<file path="src/rtl/spi_master_mc.sv">
// spi_master_mc -- full-duplex SPI master with selectable CPOL/CPHA,
// per-transfer frame length and one-hot active-low chip selects.
//
// Ports
//   clk, rst   system clock, synchronous active-high reset
//   din        tx frame, right-aligned (MSB = din[len-1])
//   len        frame bits; 0 or >MAX_WIDTH selects MAX_WIDTH
//   cs_sel     chip-select index; out-of-range values clock with no CS low
//   vin/ready  request handshake, accepted when vin && ready (IDLE only)
//   dout/vout  rx frame (right-aligned, upper bits zero) and 1-cycle strobe
//   SCK, MOSI, MISO, CS_N   SPI bus
//
// Timing: SETUP holds CS_N low for CS_SETUP cycles. SHIFT is 2*len
// half-periods of HALF cycles, and SCK toggles at the end of each one, so
// SCK sits at CPOL for the first half-period and is back at CPOL when
// HOLD starts. HOLD then keeps CS_N low for exactly CS_HOLD cycles after
// the last edge.
module spi_master_mc #(
    parameter int PRESCALER = 10,
    parameter int MAX_WIDTH = 32,
    parameter int CS_NUM    = 4,
    parameter int CPOL      = 0,
    parameter int CPHA      = 0,
    parameter int CS_SETUP  = 2,
    parameter int CS_HOLD   = 2,
    parameter int GAP       = 2,
    localparam int LW = $clog2(MAX_WIDTH + 1),
    localparam int SW = (CS_NUM > 1) ? $clog2(CS_NUM) : 1
) (
    input  logic                 clk,
    input  logic                 rst,
    input  logic [MAX_WIDTH-1:0] din,
    input  logic [LW-1:0]        len,
    input  logic [SW-1:0]        cs_sel,
    input  logic                 vin,
    output logic                 ready,
    output logic [MAX_WIDTH-1:0] dout,
    output logic                 vout,
    output logic                 SCK,
    output logic                 MOSI,
    input  logic                 MISO,
    output logic [CS_NUM-1:0]    CS_N
);
    localparam int HALF = PRESCALER / 2;
    localparam int M1   = (CS_SETUP > HALF) ? CS_SETUP : HALF;
    localparam int M2   = (CS_HOLD > GAP) ? CS_HOLD : GAP;
    localparam int CMAX = (M1 > M2) ? M1 : M2;
    localparam int CW   = $clog2(CMAX + 1);

    localparam logic [CW-1:0] SETUP_END = CW'(CS_SETUP - 1);
    localparam logic [CW-1:0] HALF_END  = CW'(HALF - 1);
    localparam logic [CW-1:0] HOLD_END  = CW'(CS_HOLD - 1);
    localparam logic [CW-1:0] GAP_END   = CW'(GAP - 1);
    localparam logic [CW-1:0] C_ONE     = CW'(1);
    localparam logic [LW:0]   H_ONE     = (LW + 1)'(1);
    localparam logic [LW-1:0] MAXW      = LW'(MAX_WIDTH);
    localparam logic          SCK_IDLE  = 1'(CPOL);

    typedef enum logic [2:0] {IDLE, SETUP, SHIFT, HOLD, GAP_S} state_t;

    state_t                state, state_n;
    logic [CW-1:0]         cnt, cnt_n;
    logic [LW:0]           half, half_n;      // half-period index within SHIFT
    logic [LW-1:0]         len_r, len_n, len_c;
    logic [MAX_WIDTH-1:0]  tx_sh, tx_n;       // left-aligned, MSB drives MOSI
    logic [MAX_WIDTH-1:0]  rx_sh, rx_n;
    logic [MAX_WIDTH-1:0]  dout_n;
    logic [CS_NUM-1:0]     cs_n_n;
    logic                  sck_n, mosi_n, vout_n;
    logic [LW:0]           last_half;
    logic                  leading;

    assign ready     = (state == IDLE) && !rst;
    assign len_c     = (len == '0 || len > MAXW) ? MAXW : len;
    assign last_half = {len_r, 1'b0} - H_ONE;
    assign leading   = ~half[0];

    always_ff @(posedge clk) begin
        if (rst) state <= IDLE;
        else     state <= state_n;
    end

    always_comb begin
        state_n = state;
        cnt_n   = cnt;
        half_n  = half;
        len_n   = len_r;
        tx_n    = tx_sh;
        rx_n    = rx_sh;
        dout_n  = dout;
        cs_n_n  = CS_N;
        sck_n   = SCK;
        mosi_n  = MOSI;
        vout_n  = 1'b0;
        case (state)
            IDLE: if (vin && ready) begin
                state_n = SETUP;
                cnt_n   = '0;
                half_n  = '0;
                len_n   = len_c;
                tx_n    = din << (MAXW - len_c);
                mosi_n  = tx_n[MAX_WIDTH-1];
                rx_n    = '0;
                for (int i = 0; i < CS_NUM; i++) cs_n_n[i] = (cs_sel != SW'(i));
            end
            SETUP: begin
                if (cnt == SETUP_END) begin
                    state_n = SHIFT;
                    cnt_n   = '0;
                end else cnt_n = cnt + C_ONE;
            end
            SHIFT: begin
                if (cnt == HALF_END) begin
                    cnt_n  = '0;
                    sck_n  = ~SCK;
                    half_n = half + H_ONE;
                    if (leading) begin
                        if (CPHA == 0) rx_n = {rx_sh[MAX_WIDTH-2:0], MISO};
                        // first bit is already on MOSI from SETUP
                        else if (half != '0) begin
                            tx_n   = tx_sh << 1;
                            mosi_n = tx_sh[MAX_WIDTH-2];
                        end
                    end else begin
                        if (CPHA != 0) rx_n = {rx_sh[MAX_WIDTH-2:0], MISO};
                        // no advance after the final bit: MOSI holds through HOLD
                        else if (half != last_half) begin
                            tx_n   = tx_sh << 1;
                            mosi_n = tx_sh[MAX_WIDTH-2];
                        end
                    end
                    if (half == last_half) state_n = HOLD;
                end else cnt_n = cnt + C_ONE;
            end
            HOLD: begin
                if (cnt == HOLD_END) begin
                    cnt_n   = '0;
                    cs_n_n  = '1;
                    mosi_n  = 1'b0;
                    dout_n  = rx_sh;
                    vout_n  = 1'b1;
                    state_n = (GAP == 0) ? IDLE : GAP_S;
                end else cnt_n = cnt + C_ONE;
            end
            GAP_S: begin
                if (cnt == GAP_END) begin
                    cnt_n   = '0;
                    state_n = IDLE;
                end else cnt_n = cnt + C_ONE;
            end
            default: state_n = IDLE;
        endcase
    end

    always_ff @(posedge clk) begin
        if (rst) begin
            cnt   <= '0;
            half  <= '0;
            len_r <= '0;
            tx_sh <= '0;
            rx_sh <= '0;
            dout  <= '0;
            vout  <= 1'b0;
            CS_N  <= '1;
            SCK   <= SCK_IDLE;
            MOSI  <= 1'b0;
        end else begin
            cnt   <= cnt_n;
            half  <= half_n;
            len_r <= len_n;
            tx_sh <= tx_n;
            rx_sh <= rx_n;
            dout  <= dout_n;
            vout  <= vout_n;
            CS_N  <= cs_n_n;
            SCK   <= sck_n;
            MOSI  <= mosi_n;
        end
    end
endmodule
</file>
<file path="config.mk">
export PLATFORM = sky130hd
export DESIGN_NAME = spi_master_mc
export DESIGN_NICKNAME = d
export VERILOG_FILES = /design/src/rtl/spi_master_mc.sv
export SDC_FILE = /design/constraint.sdc
export NUM_CORES = 1
export LEC_CHECK = 0
export CAP_MARGIN = 0
export CORE_UTILIZATION = 55
export CTS_CLUSTER_SIZE = 28
export DETAILED_ROUTE_END_ITERATION = 10
export PLACE_DENSITY = 0.8
export SLEW_MARGIN = 20
export SYNTH_ARGS = -nofsm -noshare
export SYNTH_HDL_FRONTEND = slang
export SYNTH_SLANG_ARGS = --single-unit
</file>
<file path="constraint.sdc">
create_clock -name clk -period 5.6 [get_ports clk]
set_clock_uncertainty 0.05 [all_clocks]
set_input_delay 1.4 -clock clk [delete_from_list [all_inputs] [get_ports clk]]
set_output_delay 1.4 -clock clk [all_outputs]
set_load 0.01 [all_outputs]
</file>
---- After elaboration in Yosys (flattened, before gate mapping) ----
Cells that the tools add are included.
word-level totals
  input bits .............................. 44
  output and inout bits ................... 40
  flip-flop bits (word level) ............. 121
operators by class
  muxes and demuxes ....................... 34
  add/subtract/negate cells ............... 4
  bitwise gates (word level) .............. 2
  shift-type cells ........................ 1
  equality and inequality tests ........... 20
  order comparisons ....................... 1
  reduce and logical (&&, ||, !) cells .... 23
operator list
  cell                   count
  $mux W31               4
  $mux W32               3
  $pmux W32 S2           1
  $pmux W31 S2           1
  $shl A32 B6 Y32        1
  $mux W3                9
  $ne A2 B2 Y1 const B   10
  $pmux W3 S5            1
  $mux W7                2
  $pmux W7 S2            1
  $reduce_and A6 Y1      2
  $pmux W3 S3            1
  $mux W4                2
  $pmux W4 S2            1
  $reduce_and A2 Y1      4
  $add A7 B1 Y7 const B  1
  $eq A7 B7 Y1           1
  $ne A7 B7 Y1           1
  $sub A7 B1 Y7 const B  1
  $eq A3 B1 Y1 const B   2
  $eq A3 B2 Y1 const B   2
  $eq A3 B3 Y1 const B   2
  $gt A6 B6 Y1 const B   1
  $logic_not A6 Y1       1
  other kinds (18)       30

---- Depth between registers and ports, before layout ----
Gate-level depths: netlist of the first run.
  depth in word-level cells ............... 7
  gate-level depth with buffers ........... 15
  gate-level depth less buffers ........... 10

---- Worst setup path after synthesis of the first run ----
OpenSTA, ideal clock, no wires.
  path kind ............................... input to register
  start point ............................. input port len[0]
  end point ............................... register tx_sh[15]
  setup slack ............................. 1.190 ns
  stages .................................. 13
  data arrival time ....................... 4.228 ns
  path through ............................ buf_2 -> and2b_1 -> clkinv_1 -> clkbuf_1 -> ha_1 -> buf_4 -> xnor2_1 -> mux2_2 -> a221oi_1 -> mux2i_1 -> mux2_2 -> a221oi_1 -> nor3_1
on the way
  word-level cells in the longest chain between the ends .. 7
  elaborated cells between the ends (all ways) .. 8
  those cells by class .................... 1 x add/sub; 1 x order compare; 1 x shift; 3 x mux; 2 x reduce/logical
ends and longest elaborated chain
  what                                              line  text
  start: declaration                                33    input logic [LW-1:0] len,
  $gt A6 B6 Y1 or $logic_not A6 Y1 (tied branches)  74    assign len_c = (len == '0 || len > MAXW) ? MAXW : len;
  $logic_or A1 B1 Y1                                74
  $mux W6 *                                         74
  $sub A6 B6 Y6 *                                   101   tx_n = din << (MAXW - len_c);
  $shl A32 B6 Y32 *                                 101
  $mux W31 *                                        96    IDLE: if (vin && ready) begin
  $pmux W31 S2 *                                    95    case (state)
  end signal: assignment                            171   tx_sh <= tx_n;
  end: declaration                                  65    logic [MAX_WIDTH-1:0] tx_sh, tx_n;
Every way passes the cells marked *; elsewhere a longest branch is shown, timed or not. The select of a mux whose other input is x is not followed.
A chain may end at the register's enable or synchronous reset.

---- Worst setup path after layout of the first run ----
  start point ............................. input port len[5]
  end point ............................... register tx_sh[15]
Same word-level chain as after synthesis.

==> metrics.md, run 1 <==
| Metric | Value |
|---|---|
| Outcome | `finished, final reports clean` |
| Vias per cell | `6.24` |
| Peak supply drop | `0.233 mV` |
| Total of max-cap violations | `0` |
| Synthesized instance count | `862` |
| TritonCTS clock tree | `built` |
| Placed wire-length estimate | `13.1 mm` |
| Aggregate routed wire length | `18.8 mm` |
| Fill count | `963` |
| DIE WIDTH | `114 um` |
| # hold bufs at CTS | `0` |
| CTS Sinks | `121` |
| WS Path Type | `in -> reg` |
| Post-synth ARST share | `0%` |
| Routed length per instance | `17.3 um` |
| CP max FO | `16` |
| Final setup fails | `0` |
| Crit path cell chain | `clkdlybuf4s50_1, buf_4, nand2b_1, ha_1, xnor2_1, mux2_2, a221oi_1, mux2i_1, mux2_2, a221oi_1, nor3_1` |
| Seq/Total Area, Yosys | `34.9%` |
| HP Start | `dout[19]` |
| Pleak | `0.00303 uW` |
| Fmax | `218 MHz` |
| Worst Reg-to-Reg Cells | `7` |
| I/O pins | `84` |
| Synth-to-Final Area Change | `22.4%` |
| Critical Path Start Type | `input port` |
| First drt pass iteration count | `5` |
| Worst-Margin Slew | `1090 ps` |
| Setup TNS | `0 ps` |
| Post-Syn Nets | `912` |
| Hold WS | `402 ps` |
| Setup crit end kind | `flop` |
| Vias in the first global route | `6382` |
| Hold Path Depth | `2` |
| Die Ht | `114 um` |
| Capturing point of the worst reg2reg path | `tx_sh[22]` |
| Gr usage total | `29.8%` |
| Routability cong. | `0.957` |
| Post-CTS Setup Repair Bufs | `0` |
| Die area | `13100 um2` |
| Worst r2r src | `state[1]` |
| Avg Inst Size Synth | `8.06 um2` |
| First-pass GRT wire length | `30.8 mm` |
| Hold Path Class | `reg -> reg` |
| CTS Buf Count | `17` |
| Diodes inserted | `0` |
| Share of cells above drive strength 1 | `10.4%` |
| # resized after CTS | `0` |
| Main synth FF type | `dfxtp_1` |
| Register clock-pin slew on the reported worst setup and hold paths | `60 ps` |
| Relative slew slack | `27.0%` |
| Hold endpoint | `dout[19]` |
| Standard-cell rows | `40` |
| Unrepaired setup endpoints after global routing | `no` |
| Slew Limit Fails | `0` |
| # port buffers | `83` |
| EDFF count, synth | `0` |
| Drc violations | `0` |
| Delay of the slowest critical-path stage | `490 ps` |
| CTS Buffer Depth | `2` |
| Yosys Warn Count | `0` |
| Final period utilization | `82.1%` |
| NumNets Final | `961` |
| H-tree depth | `4` |
| Clock Tree Root | `clkbuf_16` |
| Reg-to-reg setup timing slack | `2130 ps` |
| Synth Cell Area | `6950 um2` |
| Data required time of the critical path | `5800 ps` |
| Initial cell density of the core | `57.1%` |
| Core Region | `12200 um2` |
| Detailed-route via count | `6815` |
| Synth unique cells | `74` |
| Initial DRC Count | `758` |
| Total grt overflow | `0` |
| Final worst path period need | `4600 ps` |
| Largest net degree at the start of global routing | `100` |
| Slowest cell on the critical path | `xnor2_1` |
| Initial antenna violation count | `0` |
| CP Data Arrival Time | `4800 ps` |
| Synthesis-stage register bit count | `121` |
| Final hold violations | `0` |
| Pwr per Cell Area | `307 nW/um2` |
| Antenna Nets Post-Route | `0` |
| Clk_lat worst skew | `410 ps` |
worst max-delay path: cells and delay by family:
kind	cells	cell delay (ps)
adder cells (fa/ha/maj)	1	300
buffers and inverters	2	610
XOR/XNOR	1	490
AND/OR/NAND/NOR	2	250
multiplexers	3	1090
AO/OA/AOI/OAI	2	670
cell usage in the layout, fill, tap and decap left out, types with 3 or more instances in the layout:
cell type and count:
clkinv_4 3, a211oi_1 13, mux2_2 17, xor2_1 6, nor2b_1 6, a221o_1 3, nand2b_1 8, dfxtp_1 121
mux2i_1 48, o221ai_1 5, a22oi_1 7, buf_4 19, a31oi_1 7, nor2_1 65, mux4_2 12, nand4_1 4
o21ai_0 19, clkbuf_16 17, ha_1 6, bufinv_16 6, o211ai_1 8, a221oi_1 19, nand3_1 53, a21oi_1 84
nand3b_1 7, clkdlybuf4s50_1 82, nand2_1 151, xnor2_1 10, o31ai_1 4, inv_1 11, o22ai_1 5, nor3_1 30
synthesized netlist by cell type, types with 9 or more instances:
master / instances / area, um2
a211oi_1: 13 / 97.6
a21oi_1: 85 / 425
a221oi_1: 19 / 166
buf_2: 9 / 45.0
clkbuf_1: 51 / 191
dfxtp_1: 121 / 2420
inv_1: 11 / 41.3
mux2_2: 17 / 191
mux2i_1: 48 / 480
mux4_2: 12 / 270
nand2_1: 151 / 567
nand3_1: 54 / 270
nor2_1: 66 / 248
nor3_1: 31 / 155
o21ai_0: 19 / 95.1
xnor2_1: 10 / 87.6
layer usage:
layer	share of wire, %	GRT usage [%]
met5	0	0
met2	49	50.1
met1	42	37.1
met4	1.8	11.1
met3	7.5	7.15
area by class of cell:
class,instances,area [um2],area share (%)
Multi-Input combinational cell,657,4180,49.1
Sequential cell,121,2420,28.5
Timing Repair Buffer,101,963,11.3
Clock buffer,18,439,5.16
Clock inverter,14,244,2.87
Tap cell,168,210,2.47
Inverter,13,48.8,0.574
power by group:
part / total (uW) / switching [uW] / internal, uW / leakage (uW)
sequential: 904 / 17.2 / 887 / 0.000980
combinational: 466 / 271 / 194 / 0.00173
clock: 1250 / 396 / 850 / 0.000327
flip-flops by register name, indices dropped and copies added (netlist names):
signal / count
dout: 32
cnt: 3
SCK: 1
half: 7
MOSI: 1
rx_sh: 32
tx_sh: 31
state: 3
CS_N: 4
len_r: 6
vout: 1
logic make-up (layout without fill, tap and decap cells):
family	count (synthesis)	after routing	share of synthesized area (%)
fa+ha+maj	6	6	1.08
simple gates	347	347	22.5
mux	77	77	13.6
compound gates	209	209	20.1
buf+inv	84	146	5.30
xor+xnor	18	18	2.65
flops	121	121	34.9
worst max path at each step:
stage / startpoint / end / cells past startpoint / slack (ps)
floorplan: len[0] / tx_sh[15] / 13 / 1190
global placement: len[5] / tx_sh[15] / 11 / 530
detailed placement: len[5] / tx_sh[15] / 11 / 640
CTS: len[5] / tx_sh[15] / 11 / 1070
global route: len[5] / tx_sh[15] / 11 / 790
finish: len[5] / tx_sh[15] / 11 / 1000
through the flow:
step	utilization, %	power (uW)	area [um2]	setup slack, ps	std cells
CTS	69.9	2620	8500	1070	1092
finish	69.9	2610	8500	1000	1092
detailed placement	64.3	1370	7820	641	1060
floorplan	-	1240	6950	1190	862
global route	69.9	2700	8500	790	1092
global placement	64.2	1370	7810	533	1060
Power figures use the tool's default switching activity.
==> run 2, diff against run 1 <==
Settings changed: CORE_UTILIZATION 55 to 51, PLACE_DENSITY 0.8 to 0.78.
Clock period 5.6 ns to 4.2 ns, I/O delays scaled along.
==> run 2 against run 1 <==
  * Sequential share of layout area shrank 0.40 points
  * Clock power increased by 15%
  * Global-route usage decreased by 1.6 points
  * First-iteration DRC count decreased by 2.6%
  * Sequential cell count stayed put
  * Non-clock buffer count up 27
  * Die area increased by 7.7%
  * Core utilization decreased by 4.8 points
  * Cell area rose by 1.4%
  * Clock-buffer cell count rose by 3
  * Sequential power is 34% higher
  * Critical path type unchanged
==> metrics.md, run 2 (synthesis gave the netlist of run 1 again) <==
| Metric | Value |
|---|---|
| Fmax | `267 MHz` |
| Worst-Margin Slew | `804 ps (-289 ps)` |
| Top Registers | `dout: 32 flops, rx_sh: 32 flops, tx_sh: 31 flops` |
| Combinational share of power | `20.0% (+2.2 points)` |
| Total of max-cap violations | `0 (unchanged)` |
| Clock Tree Root | `clkbuf_16` |
| First-pass GRT wire length | `32.3 mm (+4.8%)` |
| Total grt overflow | `0 (unchanged)` |
| Slew Limit Fails | `0 (unchanged)` |
| Final setup fails | `0 (unchanged)` |
| Final period utilization | `89.3%` |
| Placed wire-length estimate | `13.1 mm (about the same)` |
| Share of cells above drive strength 1 | `12.6% (+2.2 points)` |
| Standard-cell rows | `42 (+5.0%)` |
| Routed length per instance | `17.0 um (-1.3%)` |
| Critical Path Start Type | `input port` |
| Antenna Nets Post-Route | `0 (unchanged)` |
| Initial cell density of the core | `52.4% (-4.7 points)` |
| Die area | `14100 um2 (+7.7%)` |
| Core Region | `13200 um2 (+8.9%)` |
| CTS Buf Count | `17 (unchanged)` |
| # hold bufs at CTS | `0 (unchanged)` |
| Setup crit end kind | `flop` |
| Relative slew slack | `46.3% (+19 points)` |
| Finished Layout Cells | `1126 (+3.1%)` |
| Register clock-pin slew on the reported worst setup and hold paths | `50 ps (about the same)` |
| Fill count | `1130 (+17%)` |
| # resized after CTS | `0 (unchanged)` |
| First drt pass iteration count | `5 (unchanged)` |
| Most frequent cells in the layout | `nand2_1 (151), dfxtp_1 (121), a21oi_1 (84)` |
| Area after DPL | `8040 um2 (+2.8%)` |
| Setup TNS | `0 ps (unchanged)` |
| Clk_lat worst skew | `410 ps (about the same)` |
| Commonest non-fill, non-tap cell in the layout | `nand2_1` |
| Diodes inserted | `0 (unchanged)` |
| Hold Path Class | `reg -> reg` |
| WL met3 | `1.21 mm (-14%)` |
| Peak supply drop | `0.317 mV (+36%)` |
| Post-CTS Setup Repair Bufs | `0 (unchanged)` |
| Cell-internal power | `2390 uW (+24%)` |
| Largest net degree at the start of global routing | `61 (-39%)` |
| Final worst path period need | `3750 ps` |
| Routability cong. | `0.942 (-1.6%)` |
| Initial antenna violation count | `0 (unchanged)` |
| Clk pwr share | `43.5% (-4.1 points)` |
| Data required time of the critical path | `4490 ps (-1310 ps)` |
| Synth-to-Final Area Change | `24.2%` |
| Vias per cell | `6.12 (-1.9%)` |
| Routed met2 length | `9.23 mm (+0.20%)` |
| Met1 WL | `8.45 mm (+7.3%)` |
| Pleak | `0.00312 uW (+2.9%)` |
| Drc violations | `0 (unchanged)` |
| Fin area | `8630 um2 (+1.4%)` |
| CP max FO | `8 (-8)` |
| Detailed-route via count | `6892 (+1.1%)` |
| Aggregate routed wire length | `19.2 mm (+1.8%)` |
| Top Metal Used | `met4` |
| Unrepaired setup endpoints after global routing | `no` |
| H-tree depth | `4 (unchanged)` |
| CTS Buffer Depth | `2 (unchanged)` |
| Switching Power | `910 uW (+33%)` |
| CTS Sinks | `121 (unchanged)` |
| DIE WIDTH | `119 um (+3.8%)` |
| Sw frac | `27.6% (+1.4 points)` |
| I/O pins | `84 (unchanged)` |
| Pwr per Cell Area | `383 nW/um2 (+24%)` |
| Hold WS | `403 ps (+0.524 ps)` |
| Outcome | `finished, final reports clean` |
| CP Data Arrival Time | `4040 ps (-760 ps)` |
| Flop pwr share | `36.5% (+1.9 points)` |
| NumNets Final | `988 (+2.8%)` |
| Final hold violations | `0 (unchanged)` |
| Vias in the first global route | `6480 (+1.5%)` |
| Initial DRC Count | `738 (-2.6%)` |
| WS Path Type | `in -> reg` |
| Die Ht | `119 um (+3.8%)` |
| Total power | `3300 uW (+26%)` |
| TritonCTS clock tree | `built` |
| # port buffers | `83 (unchanged)` |
| Dpl cells | `1095 (+3.3%)` |
| Gr usage total | `28.2% (-1.6 points)` |
-- run 2: routing by layer --
metal	GRT usage (%)	vias to the layer above
met4	9.65	0
met5	0	-
li1	-	3278
met1	36.5	3296
met2	46.2	290
met3	6.13	28
-- run 2: critical path, stage by stage --
cell and delay (ps):
clkdlybuf4s50_1 450, and2b_1 240, clkinv_1 80, ha_1 220, buf_4 200, xnor2_2 270, buf_4 210, nand3_1 180
a2111oi_0 720, buf_4 230, a22oi_1 60, nor2_1 120
-- run 2: power groups by stage --
stage	clock network (uW)	logic [uW]	registers, uW
after floorplan	0	434	1220
after global placement	0	639	1230
after detailed placement	0	643	1230
after CTS	1450	647	1200
after global routing	1510	714	1210
final	1440	659	1210
-- run 2: layout make-up --
type / count / area [um2] / share of cell area, %
Multi-Input combinational cell: 657 / 4170 / 48.3
Sequential cell: 121 / 2420 / 28.1
Clock inverter: 10 / 119 / 1.38
Inverter: 13 / 48.8 / 0.566
Timing Repair Buffer: 128 / 1180 / 13.7
Clock buffer: 21 / 470 / 5.45
Tap cell: 176 / 220 / 2.55
-- run 2: stage by stage --
stage | setup WS [ps] | util [%]
2_1_floorplan | 140 | -
3_3_place_gp | 137 | 60.7
3_5_place_dp | 81.4 | 60.7
4_1_cts | 495 | 65.1
5_1_grt | 159 | 65.1
6_report | 450 | 65.1
-- run 2: path summary, 6_finish.rpt --
| kind | start | to | slack (ps) | cells after the start |
|---|---|---|---|---|
| worst max-delay path | len[5] | tx_sh[0] | 450 | 12 |
| worst min-delay path | dout[0] | dout[0] | 400 | 2 |
| worst max register to register | len_r[0] | tx_sh[25] | 1270 | 8 |
| worst min register to register | dout[0] | dout[0] | 400 | 2 |
==> run 3, diff against run 2 <==
Settings changed: CTS_CLUSTER_SIZE 28 to 30.
==> results of run 3 <==
The final DEF is identical to that of run 2; final timing and power are the same.
